**src/rtl/ifmap_wadr_gen_if.sv**
```systemverilog
// ----------------------------------------------------------------------------
// ifmap_wadr_gen_if : config, input stream, bank write port and swap handshake
// Revision: 1.0
// ----------------------------------------------------------------------------
`default_nettype none

interface ifmap_wadr_gen_if #(
    parameter int BANK_ADDR_WIDTH = 8,
    parameter int DATA_WIDTH      = 16,
    parameter int NUM_LANES       = 4
);
    logic                              config_en;
    logic [BANK_ADDR_WIDTH*3-1:0]      config_data;
    logic [DATA_WIDTH-1:0]             in_data;
    logic                              in_valid;
    logic                              in_ready;
    logic                              wen;
    logic [BANK_ADDR_WIDTH-1:0]        wadr;
    logic [DATA_WIDTH*NUM_LANES-1:0]   wdata;
    logic                              wbank;
    logic                              rd_done;
    logic                              switch;

    modport master (
        output config_en, config_data, in_data, in_valid, rd_done,
        input  in_ready, wen, wadr, wdata, wbank, switch
    );

    modport slave (
        input  config_en, config_data, in_data, in_valid, rd_done,
        output in_ready, wen, wadr, wdata, wbank, switch
    );
endinterface

`default_nettype wire

```
**src/rtl/ifmap_wadr_gen.sv**
```systemverilog
// ----------------------------------------------------------------------------
// ifmap_wadr_gen : packs streamed ifmap words into bank words, writes one tile,
//                  then swaps double-buffer banks once the reader is free.
// Revision: 1.0
// ----------------------------------------------------------------------------
`default_nettype none

module ifmap_wadr_gen #(
    parameter int BANK_ADDR_WIDTH = 8,
    parameter int DATA_WIDTH      = 16,
    parameter int NUM_LANES       = 4
) (
    input  logic              clk,
    input  logic              rst_n,
    ifmap_wadr_gen_if.slave   bus
);
    localparam int LANE_W = (NUM_LANES > 1) ? $clog2(NUM_LANES) : 1;
    localparam int WORD_W = DATA_WIDTH * NUM_LANES;
    localparam int PROD_W = 3 * BANK_ADDR_WIDTH;
    localparam logic [LANE_W-1:0] LAST_LANE = LANE_W'(NUM_LANES - 1);

    typedef enum logic [1:0] {
        FILL = 2'd0,
        WAIT = 2'd1,
        SWAP = 2'd2
    } state_t;

    state_t                     state;
    state_t                     state_nxt;
    logic [BANK_ADDR_WIDTH-1:0] ix0;
    logic [BANK_ADDR_WIDTH-1:0] iy0;
    logic [BANK_ADDR_WIDTH-1:0] ic1;
    logic [BANK_ADDR_WIDTH-1:0] adr_cnt;
    logic [BANK_ADDR_WIDTH-1:0] last_adr;
    logic [PROD_W-1:0]          tile_len;
    logic [LANE_W-1:0]          lane_cnt;
    logic [WORD_W-1:0]          pack_buf;
    logic [WORD_W-1:0]          packed_word;
    logic                       cfg_ok;
    logic                       in_ready;
    logic                       accept;
    logic                       word_done;
    logic                       tile_done;
    logic                       switch_pulse;
    logic                       rd_free;
    logic                       wr_en;
    logic [BANK_ADDR_WIDTH-1:0] wr_adr;
    logic [WORD_W-1:0]          wr_data;
    logic                       bank_sel;

    // Product kept full width so a tile of exactly 2**BANK_ADDR_WIDTH words
    // still yields an all-ones last address after truncation.
    assign tile_len  = PROD_W'(ix0) * PROD_W'(iy0) * PROD_W'(ic1);
    assign last_adr  = BANK_ADDR_WIDTH'(tile_len - PROD_W'(1));
    assign cfg_ok    = (ix0 != '0) && (iy0 != '0) && (ic1 != '0);
    assign in_ready  = (state == FILL) && cfg_ok && !bus.config_en;
    assign accept    = bus.in_valid && in_ready;
    assign word_done = accept && (lane_cnt == LAST_LANE);
    assign tile_done = word_done && (adr_cnt == last_adr);

    always_comb begin
        packed_word = pack_buf;
        for (int k = 0; k < NUM_LANES; k++) begin
            if (lane_cnt == LANE_W'(k)) begin
                packed_word[k*DATA_WIDTH +: DATA_WIDTH] = bus.in_data;
            end
        end
    end

    always_ff @(posedge clk) begin
        if (!rst_n) begin
            state <= FILL;
        end else begin
            state <= state_nxt;
        end
    end

    always_comb begin
        state_nxt    = state;
        switch_pulse = 1'b0;
        case (state)
            FILL: if (tile_done) state_nxt = WAIT;
            WAIT: if (rd_free || bus.rd_done) state_nxt = SWAP;
            SWAP: begin
                switch_pulse = !bus.config_en;
                state_nxt    = FILL;
            end
            default: state_nxt = FILL;
        endcase
        if (bus.config_en) begin
            state_nxt = FILL;
        end
    end

    always_ff @(posedge clk) begin
        if (!rst_n) begin
            ix0      <= '0;
            iy0      <= '0;
            ic1      <= '0;
            lane_cnt <= '0;
            adr_cnt  <= '0;
            pack_buf <= '0;
            wr_en    <= 1'b0;
            wr_adr   <= '0;
            wr_data  <= '0;
            bank_sel <= 1'b0;
            rd_free  <= 1'b1;
        end else begin
            wr_en <= word_done;
            if (word_done) begin
                wr_adr  <= adr_cnt;
                wr_data <= packed_word;
            end

            // A config load overrides a pending swap: the bank is not toggled.
            if (bus.config_en) begin
                {ix0, iy0, ic1} <= bus.config_data;
                lane_cnt        <= '0;
                adr_cnt         <= '0;
            end else if (state == SWAP) begin
                bank_sel <= ~bank_sel;
                lane_cnt <= '0;
                adr_cnt  <= '0;
            end else if (accept) begin
                pack_buf <= packed_word;
                if (word_done) begin
                    lane_cnt <= '0;
                    adr_cnt  <= adr_cnt + BANK_ADDR_WIDTH'(1);
                end else begin
                    lane_cnt <= lane_cnt + LANE_W'(1);
                end
            end

            if (bus.rd_done) begin
                rd_free <= 1'b1;
            end else if ((state == SWAP) && !bus.config_en) begin
                rd_free <= 1'b0;
            end
        end
    end

    assign bus.in_ready = in_ready;
    assign bus.wen      = wr_en;
    assign bus.wadr     = wr_adr;
    assign bus.wdata    = wr_data;
    assign bus.wbank    = bank_sel;
    assign bus.switch   = switch_pulse;

endmodule

`default_nettype wire
```
**src/flat_wrapper.sv**
```systemverilog
// flat-port wrapper written by rule: the top's interface ports become plain ports
module ifmap_wadr_gen_flat 
#(
    parameter int BANK_ADDR_WIDTH = 8,
    parameter int DATA_WIDTH      = 16,
    parameter int NUM_LANES       = 4
)
  (clk, rst_n, bus_config_en, bus_config_data, bus_in_data, bus_in_valid, bus_rd_done, bus_in_ready, bus_wen, bus_wadr, bus_wdata, bus_wbank, bus_switch);
  ifmap_wadr_gen_if #(.BANK_ADDR_WIDTH(BANK_ADDR_WIDTH), .DATA_WIDTH(DATA_WIDTH), .NUM_LANES(NUM_LANES)) bus_i ();
  input  logic clk;
  input  logic rst_n;
  input wire logic [$bits(bus_i.config_en)-1:0] bus_config_en;
  input wire logic [$bits(bus_i.config_data)-1:0] bus_config_data;
  input wire logic [$bits(bus_i.in_data)-1:0] bus_in_data;
  input wire logic [$bits(bus_i.in_valid)-1:0] bus_in_valid;
  input wire logic [$bits(bus_i.rd_done)-1:0] bus_rd_done;
  output wire logic [$bits(bus_i.in_ready)-1:0] bus_in_ready;
  output wire logic [$bits(bus_i.wen)-1:0] bus_wen;
  output wire logic [$bits(bus_i.wadr)-1:0] bus_wadr;
  output wire logic [$bits(bus_i.wdata)-1:0] bus_wdata;
  output wire logic [$bits(bus_i.wbank)-1:0] bus_wbank;
  output wire logic [$bits(bus_i.switch)-1:0] bus_switch;
  assign bus_i.config_en = bus_config_en;
  assign bus_i.config_data = bus_config_data;
  assign bus_i.in_data = bus_in_data;
  assign bus_i.in_valid = bus_in_valid;
  assign bus_i.rd_done = bus_rd_done;
  assign bus_in_ready = bus_i.in_ready;
  assign bus_wen = bus_i.wen;
  assign bus_wadr = bus_i.wadr;
  assign bus_wdata = bus_i.wdata;
  assign bus_wbank = bus_i.wbank;
  assign bus_switch = bus_i.switch;
  ifmap_wadr_gen #(.BANK_ADDR_WIDTH(BANK_ADDR_WIDTH), .DATA_WIDTH(DATA_WIDTH), .NUM_LANES(NUM_LANES)) u_core (.clk(clk), .rst_n(rst_n), .bus(bus_i));
endmodule
```
**config.mk**
```make
export PLATFORM = sky130hd
export DESIGN_NAME = ifmap_wadr_gen_flat
export DESIGN_NICKNAME = d
export VERILOG_FILES = /design/src/rtl/ifmap_wadr_gen_if.sv /design/src/rtl/ifmap_wadr_gen.sv /design/src/flat_wrapper.sv
export SDC_FILE = /design/constraint.sdc
export NUM_CORES = 1
export LEC_CHECK = 0
export CAP_MARGIN = 20
export CORE_MARGIN = 1
export CORE_UTILIZATION = 50
export DETAILED_ROUTE_END_ITERATION = 16
export PLACE_DENSITY_LB_ADDON = 0.12
export SLEW_MARGIN = 15
export SYNTH_ARGS = -nofsm -noshare
export SYNTH_HDL_FRONTEND = slang
export SYNTH_SLANG_ARGS = --single-unit
```
**constraint.sdc**
```tcl
create_clock -name clk -period 13.02 [get_ports clk]
set_clock_uncertainty 0.15 [all_clocks]
set_input_delay 2.604 -clock clk [delete_from_list [all_inputs] [get_ports clk]]
set_output_delay 2.604 -clock clk [all_outputs]
set_load 0.005 [all_outputs]
```
Word level (Yosys, flattened, before mapping) --
Cells that the tools add are included.
Word-level totals: bits in registers 175, output and inout bits 76, logic and storage cells 60
Operators by class: $add $sub $neg 3, multipliers 2, equality and inequality tests 8, multiplexer cells 9, bitwise gates (word level) 4, reductions and logical operators 22
Operators by type and width (count):
- 2-to-1 mux 16 bit | 4
- nonzero test 8 bit | 3
- multiplier 16 x 8 -> 8 bit | 1
- multiplier 8 x 8 -> 16 bit | 1
- adder 8 x 1 -> 8 bit, second input constant | 1
- equality test 8 bit | 1
- logical AND 1 bit | 8
- subtractor 8 x 1 -> 8 bit, second input constant | 1
- equality test 2 bit, second input constant | 3
- 2-to-1 mux 2 bit | 3
- AND reduction 2 bit | 3
- equality test 2 x 1 -> 1 bit, second input constant | 2
- zero test 2 bit | 2
- != test 2 x 1 -> 1 bit, second input constant | 2
- inverter 1 bit | 4
- one-hot mux 2 bit (2 select lines) | 1
- OR reduction 2 bit | 2
- AND reduction 3 bit | 1
- OR reduction 3 bit | 1
- adder 2 x 1 -> 2 bit, second input constant | 1
- zero test 1 bit | 1
- logical OR 1 bit | 1
- 2-to-1 mux 1 bit | 1

Depth between registers and ports, before layout --
word-level depth 10, depth in mapped cells 23

Least setup slack after synthesis --
OpenSTA, ideal clock, no wires.
path type flip-flop to flip-flop, from register u_core.ix0[0], to register u_core.state[0], library setup time 0.092 ns, arrival 6.172 ns, data required time 12.778 ns, setup slack 6.606 ns, cell stages (with the launch flop) 23, path buffers 1, period minus slack after synthesis 6.414 ns, cells stage by stage dfxtp_1 clkbuf_1 and2_1 fa_1 fa_1 ha_1 fa_1 ha_1 a21oi_1 xnor2_1 and2_1 fa_1 inv_1 fa_1 fa_1 fa_1 inv_1 ha_1 xor2_1 xnor2_1 nor4_1 nand3_1 o32ai_1
On the way: cells in the longest elaborated chain, start to end 10
RTL lines:
- start: declaration | line ifmap_wadr_gen.sv:30 | logic [BANK_ADDR_WIDTH-1:0] ix0;
- start signal: assignment | line ifmap_wadr_gen.sv:117 | {ix0, iy0, ic1} <= bus.config_data;
- branches (longest 7 deep; another with multiplier 8 x 8 -> 16 bit)
- logical AND 1 bit * | line ifmap_wadr_gen.sv:59 | assign tile_done = word_done && (adr_cnt == last_adr);
- != test 2 x 1 -> 1 bit (no source line) *
- AND reduction 2 bit (no source line) *
- end signal: assignment | line ifmap_wadr_gen.sv:74 | state <= state_nxt;
- end: declaration | line ifmap_wadr_gen.sv:28 | state_t state;
Mark *: on every way between the ends. A chain may end at the register's enable or synchronous reset.

Final worst setup path --
from input port bus_config_en, to output port bus_in_ready
On the way: cells in the longest elaborated chain, start to end 2
RTL lines:
- start: declaration | line flat_wrapper.sv:12 | input wire logic [$bits(bus_i.config_en)-1:0] bus_config_en;
- zero test 1 bit | line ifmap_wadr_gen.sv:56 | assign in_ready = (state == FILL) && cfg_ok && !bus.config_en;
- logical AND 1 bit | line ifmap_wadr_gen.sv:56
- end: declaration | line flat_wrapper.sv:17 | output wire logic [$bits(bus_i.in_ready)-1:0] bus_in_ready;
No other way between the ends.

==> run metrics <==
Worst Max-Slew Pin Slew ~1100 ps; Crit Path Max Fanout 28; Comb power frac 0.094; worst hold slack 312 ps; Reg area 3180 um^2; required time of the critical path ~10000 ps; initial antenna violation count 0; Max Freq 0.138 GHz; synth-to-layout area growth 22.0%; peak supply drop 0.131 mV; Hold Path Class reg -> reg; RSZ-0062 raised after global routing no; detailed placement HPWL around 13 mm; starting density of the core 0.511; Slew HR 0.283; crit-path max cell delay 490 ps; Final TNS setup 0 ps; nets 1096; Crit. End Element output port; R2R Setup Slk between 6000 and 7000 ps; Int Pwr 0.839 mW; Remaining DRCs 0; syn_nets 1013; worst reg2reg endpoint u_core.state[0]; Reg clk slew, reported paths 60 ps; total die area roughly 17000 um^2; fillers 1443; # resized after CTS 0; area of the multi-input gates 4900 um^2; post-synth cell types 35; crit-path cells clkdlybuf4s50_1, buf_4, a2111oi_0, and3_1, clkdlybuf4s50_1; DR vias 6420; Critical R2R Launch u_core.ix0[1]; core area 16500 um^2; Die Y roughly 130 um; sequential fraction of the synthesis area 0.377; GRT Overall Usage 0.229; CTS buffer count 17; total power 1.12 mW; warnings from Yosys 0; H-tree depth 4; Seq pwr share 0.448; Max Cap Violations 0; Clock Root Buffer clkbuf_16; run status finished clean; power density cells approximately 110 nW/um^2; GPL Wtd Cong 0.795; Synth Flop Type dfxtp_1; cell count after synthesis 904; Final Hold Fails 0; share of layout cells above drive strength 1 0.0440; EDFF count, synth 0; IO Port Bufs 120; final setup fails 0; post-DR wirelength/cell ~16 um; Max clock buf depth 2; synthesized flop and latch total 159; number of global-route vias before repair 6114; total grt overflow 0; net switching fraction of the power 0.253; antenna-violating nets left 0; Cell Area, Placed 9700 um^2; min Tclk post-route 7220 ps; Clock Sinks 159; setup bufs post-CTS 0; utilization after layout 0.624; global-route wire length before repair 31.8 mm; Worst EP arrival 4470 ps; LEAKAGE 4.52 nW; hold endpoint u_core.bus.wadr[0]; CP Launch Type primary input; Crit Path Category in -> out; io pins ~120; Mean Syn Cell Area a little over 9 um^2; CTS tree done; period utilisation layout 0.555; R2R cell count 21; Pre-Repair DR Iteration Count 4; final instance area 10300 um^2; Final Max Tran Viols 0; most used cell along the critical path clkdlybuf4s50_1; ANT cells 0; WHS Path Cells 2; hold path startpoint u_core.bus.wadr[0]; FP Rows 47; Starting DRT DRC Count ~480; Crit-path slowest cell clkdlybuf4s50_1; post-synth design cell area 8450 um^2; clock group share of total power 0.457; ys async rst share 0; clk_lat worst skew around 420 ps; P_sw 0.284 mW; Vias per Instance about 5.3; final WL ~19 mm; Die W around 130 um; largest net degree at the start of global routing 116; hold buffer count at CTS 0
==> layer usage <==
layer | wire length (um) | part of all wire | global-route usage
met2 | 9380 | 0.49 | 0.378
met4 | 158 | 0.0082 | 0.0530
met5 | 0 | 0 | 0
met1 | 9000 | 0.47 | 0.305
met3 | 763 | 0.040 | 0.0511
==> power by group through the flow <==
stage | Sequential [mW] | Combinational [mW] | Clock (mW)
after floorplan | 0.510 | 0.0716 | 0
after detailed placement | 0.514 | 0.106 | 0
after CTS | 0.503 | 0.107 | 0.524
after global placement | 0.514 | 0.105 | 0
final | 0.503 | 0.106 | 0.514
after global routing | 0.504 | 0.117 | 0.547
==> worst max path at each step <==
stage / start / to / slack, ps / cells after the start
after floorplan: u_core.ix0[0] / u_core.state[0] / 6610 / 22
after detailed placement: bus_config_en / bus_in_ready / 5830 / 5
after global routing: bus_config_en / bus_in_ready / 5600 / 5
after global placement: bus_config_en / bus_in_ready / 5840 / 5
final: bus_config_en / bus_in_ready / 5800 / 5
after CTS: bus_config_en / bus_in_ready / 5820 / 5
==> metrics by stage <==
| stage | instances | setup WS (ps) |
|---|---|---|
| after floorplan | 904 | 6610 |
| after global placement | 1188 | 5840 |
| after detailed placement | 1188 | 5830 |
| after CTS | 1220 | 5820 |
| after global routing | 1220 | 5600 |
| final | 1220 | 5800 |
==> cells in the final DEF, fill, tap and decap left out, drive strengths merged <==
master / n
xor2: 10
and2b: 1
fa: 29
nand3: 51
nand3b: 2
mux2: 1
and2: 35
xnor3: 4
a22oi: 1
nor4: 7
bufinv: 2
a21o: 4
clkbuf: 18
and4: 2
nand2b: 4
nand4: 5
nand2: 183
a21boi: 72
o32ai: 1
ha: 35
nor2: 14
mux2i: 74
buf: 8
dfxtp: 159
clkinv: 4
nor2b: 25
inv: 34
a2111oi: 1
a21oi: 6
clkdlybuf4s50: 119
o211a: 48
o21ai: 3
xnor2: 30
and3: 8
==> worst max-delay path, delay by kind of cell <==
family / cells / cell delay, ps
simple gates: 1 / 220
buf+inv: 3 / 1150
compound gates: 1 / 470
==> cell usage after synthesis (10+ instances only) <==
library cell | instances | area, um^2
buf_2 | 17 | 85.1
and2_1 | 35 | 219
nand2_1 | 183 | 687
xor2_1 | 10 | 87.6
xnor2_1 | 30 | 263
nor2b_1 | 25 | 156
clkbuf_1 | 40 | 150
a21boi_0 | 72 | 541
nor2_1 | 14 | 52.6
mux2i_1 | 74 | 741
ha_1 | 35 | 438
nand3_1 | 51 | 255
dfxtp_1 | 159 | 3180
o211a_1 | 48 | 480
inv_1 | 26 | 97.6
fa_1 | 29 | 581
==> registers in the layout (all words and copies together) (netlist names) <==
name and count:
u_core.bus.wdata 64, u_core.ic1 8, u_core.bus.wbank 1, u_core.state 2, u_core.adr_cnt 8, u_core.bus.wen 1
u_core.iy0 8, u_core.bus.wadr 8, u_core.lane_cnt 2, u_core.rd_free 1, u_core.ix0 8, u_core.pack_buf 48
==> cell families after synthesis <==
| kind of cell | count (synthesis) | share of synthesized area |
|---|---|---|
| muxes | 75 | 0.0890 |
| AOI/OAI and AO/OA | 136 | 0.133 |
| adders and majority gates | 64 | 0.121 |
| DFF | 159 | 0.377 |
| buffers and inverters | 89 | 0.0440 |
| and+or+nand+nor | 337 | 0.185 |
| xor gates and xnor gates | 44 | 0.0521 |
==> area by class of cell <==
| cell class | count | area share |
|---|---|---|
| clock buffers | 18 | 0.0426 |
| clock inverters | 14 | 0.0161 |
| inverters | 26 | 0.00947 |
| multi-input cells | 656 | 0.475 |
| flip-flops and latches | 159 | 0.309 |
| well taps | 220 | 0.0267 |
| repair buffers | 127 | 0.121 |
(Power assumes the default switching activity.)
